### src/rtl/seq_shift_add_multiplier.sv
// Sequential 4x4 unsigned shift-and-add multiplier.
// One 4-bit ripple-carry adder is reused once per iteration: it adds the multiplicand into
// the high partial product, and the sum plus carry is shifted right into {acc, Q}.

// 4-bit ripple-carry adder with carry-in tied low.
module FourBitRippleCarryAdder (
    input  logic [3:0] A,
    input  logic [3:0] B,
    output logic [3:0] S,
    output logic       c4
);

    // Ripple the carry through four full-adder stages.
    always_comb begin
        logic carry;
        S     = 4'b0000;
        carry = 1'b0;
        for (int i = 0; i < 4; i++) begin
            S[i]  = A[i] ^ B[i] ^ carry;
            carry = (A[i] & B[i]) | (carry & (A[i] ^ B[i]));
        end
        c4 = carry;
    end

endmodule

module seq_shift_add_multiplier (
    input  logic       clk,
    input  logic       rst_n,
    input  logic       start,
    input  logic [3:0] A,
    input  logic [3:0] B,
    output logic       ready,
    output logic       busy,
    output logic       done,
    output logic [7:0] P
);

    typedef enum logic [1:0] {
        StIdle = 2'b00,
        StRun  = 2'b01,
        StDone = 2'b10
    } state_e;

    state_e     state_q, state_d;
    logic [3:0] m_q, m_d;
    logic [3:0] q_q, q_d;
    logic [3:0] acc_q, acc_d;
    logic [1:0] count_q, count_d;
    logic [7:0] p_q, p_d;

    logic [3:0] sum;
    logic       c4;

    FourBitRippleCarryAdder u_adder (
        .A  (acc_q),
        .B  (m_q),
        .S  (sum),
        .c4 (c4)
    );

    // Next-state and datapath update; registers hold unless the state says otherwise.
    always_comb begin
        state_d = state_q;
        m_d     = m_q;
        q_d     = q_q;
        acc_d   = acc_q;
        count_d = count_q;
        p_d     = p_q;

        unique case (state_q)
            StIdle: begin
                if (start) begin
                    m_d     = A;
                    q_d     = B;
                    acc_d   = 4'h0;
                    count_d = 2'd0;
                    state_d = StRun;
                end
            end
            StRun: begin
                // Add only when the current multiplier bit is set, then shift right by one.
                if (q_q[0]) begin
                    {acc_d, q_d} = {c4, sum, q_q[3:1]};
                end else begin
                    {acc_d, q_d} = {1'b0, acc_q, q_q[3:1]};
                end
                count_d = count_q + 2'd1;
                if (count_q == 2'd3) begin
                    p_d     = {acc_d, q_d};
                    state_d = StDone;
                end
            end
            StDone: begin
                state_d = StIdle;
            end
            default: begin
                state_d = StIdle;
            end
        endcase
    end

    // State register with synchronous active-low reset that discards any in-flight operation.
    always_ff @(posedge clk) begin
        if (!rst_n) begin
            state_q <= StIdle;
            m_q     <= 4'h0;
            q_q     <= 4'h0;
            acc_q   <= 4'h0;
            count_q <= 2'd0;
            p_q     <= 8'h00;
        end else begin
            state_q <= state_d;
            m_q     <= m_d;
            q_q     <= q_d;
            acc_q   <= acc_d;
            count_q <= count_d;
            p_q     <= p_d;
        end
    end

    // Moore outputs decoded from state only.
    always_comb begin
        ready = (state_q == StIdle);
        busy  = (state_q == StRun);
        done  = (state_q == StDone);
        P     = p_q;
    end

endmodule

### config.mk
export PLATFORM = sky130hd
export DESIGN_NAME = seq_shift_add_multiplier
export DESIGN_NICKNAME = d
export VERILOG_FILES = /design/src/rtl/seq_shift_add_multiplier.sv
export SDC_FILE = /design/constraint.sdc
export NUM_CORES = 1
export LEC_CHECK = 0
export CORE_MARGIN = 8
export CORE_UTILIZATION = 54
export DETAILED_ROUTE_END_ITERATION = 10
export PLACE_DENSITY = 0.83
export REMOVE_ABC_BUFFERS = 1
export SYNTH_ARGS = -nofsm -noshare
export SYNTH_HDL_FRONTEND = slang
export SYNTH_SLANG_ARGS = --single-unit
### constraint.sdc
create_clock -name clk -period 3.9 [get_ports clk]
set_input_delay 0.585 -clock clk [delete_from_list [all_inputs] [get_ports clk]]
set_output_delay 0.585 -clock clk [all_outputs]
set_load 0.02 [all_outputs]
# Word-level counts from Yosys, hierarchy flattened
# Index checks and enable logic that the tools add are counted.
# Widths: inputs -> output; s select.
word_totals:
  register_bits: 24
classes:
  n_addsub: 1
  eq_ne: 5
  n_mux: 11
  bitwise_logic: 17
  reduce_logical: 6
ops:
  columns: ["op", "count"]
  rows:
  - ["$mux 4", 4]
  - ["$pmux 4 s2", 2]
  - ["$pmux 2 s2", 2]
  - ["$reduce_and 2->1", 4]
  - ["$and 1x1->1", 7]
  - ["$xor 1x1->1", 7]
  - ["$mux 2", 3]
  - ["$eq 2x2->1 const B", 2]
  - ["$or 1x1->1", 3]
  - ["$add 2x1->2 const B", 1]
  - ["$eq 2x1->1 const B", 1]
  - ["$logic_not 2->1", 1]
  - ["$ne 2x1->1 const B", 1]
  - ["$ne 2x2->1 const B", 1]
  - ["$reduce_bool 2->1", 1]

# Longest topological paths before layout
logic_depth:
  word_depth: 9
  mapped_depth: 9

# Cells and area by module
# From an unflattened synthesis, not the netlist that was laid out.
unflattened:
  hier_cells: 113
  hier_area_um2: 1139.8
modules_own_cells:
  columns: ["mod", "instances", "cells_per_inst", "area_each_um2"]
  rows:
  - ["seq_shift_add_multiplier", 1, 99, 1029.7]
  - ["FourBitRippleCarryAdder", 1, 14, 110.1]

# Worst setup path before layout
# OpenSTA, ideal clock, no wires.
synth_timing:
  path_kind: "flip-flop to flip-flop"
  startpoint: "reg m_q[0]"
  endpoint: "reg acc_q[2]"
  setup_ns: 0.118
  t_arrival_ns: 1.954
  path_slack_ns: 1.828
  path_stages_with_launch: 10
  path_cell_list: "dfxtp_1 -> ha_1 -> inv_1 -> fa_1 -> inv_1 -> fa_1 -> fa_1 -> mux2_2 -> a22oi_1 -> nor2b_1"
synth_via:
  elab_chain_len: 8
synth_rtl:
  columns: ["element", "line", "text"]
  rows:
  - ["start: declaration", "46", "logic [3:0] m_q, m_d;"]
  - ["start signal: assignment", "114", "m_q <= m_d;"]
  - ["$and 1x1->1 (2 in series)", "20", "carry = (A[i] & B[i]) | (carry & (A[i] ^ B[i]));"]
  - ["$or 1x1->1", "20", null]
  - ["$and 1x1->1", "20", null]
  - ["$or 1x1->1", "20", null]
  - ["$xor 1x1->1", "19", "S[i] = A[i] ^ B[i] ^ carry;"]
  - ["$mux 4", "83", "if (q_q[0]) begin"]
  - ["$pmux 4 s2", "71", "unique case (state_q)"]
  - ["end signal: assignment", "109", "acc_q <= 4'h0;"]
  - ["end signal: assignment", "116", "acc_q <= acc_d;"]
  - ["end: declaration", "48", "logic [3:0] acc_q, acc_d;"]
# Every way passes these cells.
# A chain may end at the register's enable or synchronous reset.

# Worst setup path in the final report
layout_timing:
  startpoint: "reg state_q[0]"
  endpoint: "out busy"
layout_via:
  elab_chain_len: 1
layout_rtl:
  columns: ["element", "line", "text"]
  rows:
  - ["start: declaration", "45", "state_e state_q, state_d;"]
  - ["start signal: assignment", "106", "state_q <= StIdle;"]
  - ["start signal: assignment", "113", "state_q <= state_d;"]
  - ["$eq 2x1->1", "125", "busy = (state_q == StRun);"]
  - ["end: declaration", "34", "output logic busy,"]
# Every way passes these cells.

==> run metrics <==
final HPWL from detailed placement=1580 um; top area cells in the synthesized netlist=dfxtp_1 (42%), nand2_1 (6.0%), fa_1 (5.3%); Placement Rows=16; drt pass-1 iters=4; Req. time, crit path=3310 ps; most used standard cell by instance count after synthesis=dfxtp_1; hold buffers post-CTS=0; total count of max-transition violations in the final report=0; die boundary width=61.8 um; Worst Setup End Kind=output port; predominant post-synthesis flop cell=dfxtp_1; DIE HEIGHT=61.8 um; slowest stage cell, crit path=clkdlybuf4s50_1; post-synth design cell area=1130 um^2; startpoint-to-endpoint class of the critical path=register to output port; post-synthesis area per instance=9.59 um^2; worst hold path type=register to register; number of warnings issued by yosys=0; proportion of layout cells with a drive suffix above 1=0.0735; Antenna diodes=0; data arrival time of the critical path=1810 ps; final core area utilization=0.692; via count of the first global-routing pass=769; # Post-CTS Setup Buffers=0; # DRC=0; buffers plus inverters on the worst setup path=2; delay-heaviest family, CP=buffers and inverters; worst IR drop on VDD=0.237 mV; clock-pin transition on the worst setup and hold timing paths=120 ps; synthesized instance count=118; Std-Cell Core Area=1960 um^2; clock share of power=0.247; status=finished, final reports clean; internal power of the cells=321 uW; Synth top area share=0.425; final number of hold-violating endpoints=0; synth-to-layout area growth=20.0%; min Tclk post-route=2400 ps; slew at the pin closest to its max-slew limit=669 ps; TritonCTS clock tree=yes; commonest cells in the synthesized netlist=dfxtp_1 (24), nand2_1 (18), a21boi_0 (7), nor2b_1 (7), nor2_1 (6); Overall Global Routing Usage=0.116; combinational power share=0.132; total number of nets in the final design=154; total grt overflow=0; clock insertion delay at the later pin of the skew report=300 ps; Lkg Pwr=0.522 nW; overall die area=3810 um^2; port bufs=21; initial antenna violation count=0; critical path launch point type=register; count of unique library cells instantiated by Yosys=33; largest stage delay on the critical path=640 ps; detailed router's first-iteration violation count=10; average wire per standard cell=12.7 um; Ports=22; sequential fraction of design power=0.621; cells resized by post-CTS repair=0; post-synthesis register bit count=24; Net Sw Power=106 uW; Max Fclk=417 MHz; total length of routed wires=2070 um; wire length of the first global-routing pass=3350 um; total power per unit cell area=315 nW/um^2; maxcap violations=0; total of endpoints with negative setup slack in the final report=0; share of the clock period used by the worst path after layout=0.614; Worst Path Max Fanout=10; CTS Buffer Depth=2; count of clock tree sinks=24; count of flip-flops with a built-in enable after synthesis=0; gpl congestion=0.746; register area share after synthesis=0.425; root buf cell=clkbuf_4; initial standard-cell utilization of the core=0.577; RSZ-0062 raised after global routing=false; Via density=5.34; clock buffers created by TritonCTS=3; Synth async-reset ratio=0; fraction of power spent switching nets=0.249; series of cell instances along the critical path=nand2b_4, inv_2, clkdlybuf4s50_1; ANT nets after route=0; relative max-transition margin=0.552; pin count of the biggest net entering global routing=25; total negative slack for setup checks=0 ps; worst-case clock skew=3.65 ps; Max H-tree Level=1; most area-hungry cell type in the Yosys netlist=dfxtp_1; via count=870
-- through the flow --
stage          power, mW  cell area [um^2]  hold slack (ps)  worst slack (ps)  cells
3_5_place_dp       0.327              1340              461              1740    160
6_report           0.427              1360              474              1500    163
5_1_grt            0.451              1360              506              1410    163
4_1_cts            0.431              1360              478              1500    163
2_1_floorplan      0.302              1090              451              1830    112
3_3_place_gp       0.326              1340              454              1790    160
-- power by group through the flow --
stage                     clock (mW)  sequential (mW)  combinational, mW
after global routing           0.122            0.267             0.0622
after detailed placement           0            0.271             0.0564
after floorplan                    0            0.268             0.0337
after CTS                      0.109            0.265             0.0567
final                          0.106            0.265             0.0562
after global placement             0            0.270             0.0554
-- cell families (layout without fill, tap and decap cells) --
group,Yosys count,in the layout,share of synthesized area
simple gates,43,43,0.211
compound gates,28,28,0.173
flops,24,24,0.425
buf+inv,11,29,0.0520
mux,7,7,0.0642
fa+ha+maj,5,5,0.0752
-- sequential cells by signal, summed over array words and instances (netlist names) --
name / cells
m_q: 4
q_q: 4
acc_q: 4
state_q: 2
P: 8
count_q: 2
-- worst reg2reg max path, stage by stage (launching register included) --
cell     delay [ps]
dfxtp_1         350
ha_1            190
inv_1            60
fa_1            150
inv_1            50
fa_1            380
fa_1            430
mux2_2          280
a22oi_1         140
nor2b_1          70
-- final timing paths --
kind / from / to / slack, ps / depth (start not counted)
worst max-delay path: state_q[0] / busy / 1500 / 3
worst max register to register: m_q[0] / acc_q[2] / 1710 / 9
worst min register to register: P[4] / P[4] / 470 / 2
worst min-delay path: P[4] / P[4] / 470 / 2
-- placed cells by master (no fill, tap or decap), types with 2 or more instances in the layout --
cell / instances
o211ai_1: 2
a22oi_1: 2
dfxtp_1: 24
fa_1: 3
inv_1: 4
a21oi_1: 5
nor2_1: 6
clkbuf_4: 3
clkdlybuf4s50_1: 21
mux2_2: 2
ha_1: 2
o21ai_0: 4
a21boi_0: 7
o211a_1: 2
nor3b_1: 2
o21a_1: 2
nand2_1: 18
mux2i_1: 5
nand3b_1: 3
nor2b_1: 7
-- per-layer routing --
metal | track usage | vias to the layer above | share of wire
met1 | 0.143 | 412 | 0.48
met4 | 0.0682 | 0 | 0.022
li1 | - | 439 | -
met5 | 0 | - | 0
met3 | 0.0165 | 4 | 0.037
met2 | 0.186 | 15 | 0.46
-- final cells by class --
| cell class | instances | area (um^2) |
|---|---|---|
| Fill cell | 172 | 604 |
| Multi-Input combinational cell | 83 | 592 |
| Sequential cell | 24 | 480 |
| Timing Repair Buffer | 21 | 210 |
| Tap cell | 27 | 33.8 |
| Clock buffer | 3 | 22.5 |
| Inverter | 5 | 18.8 |
Power figures use the tool's default switching activity.
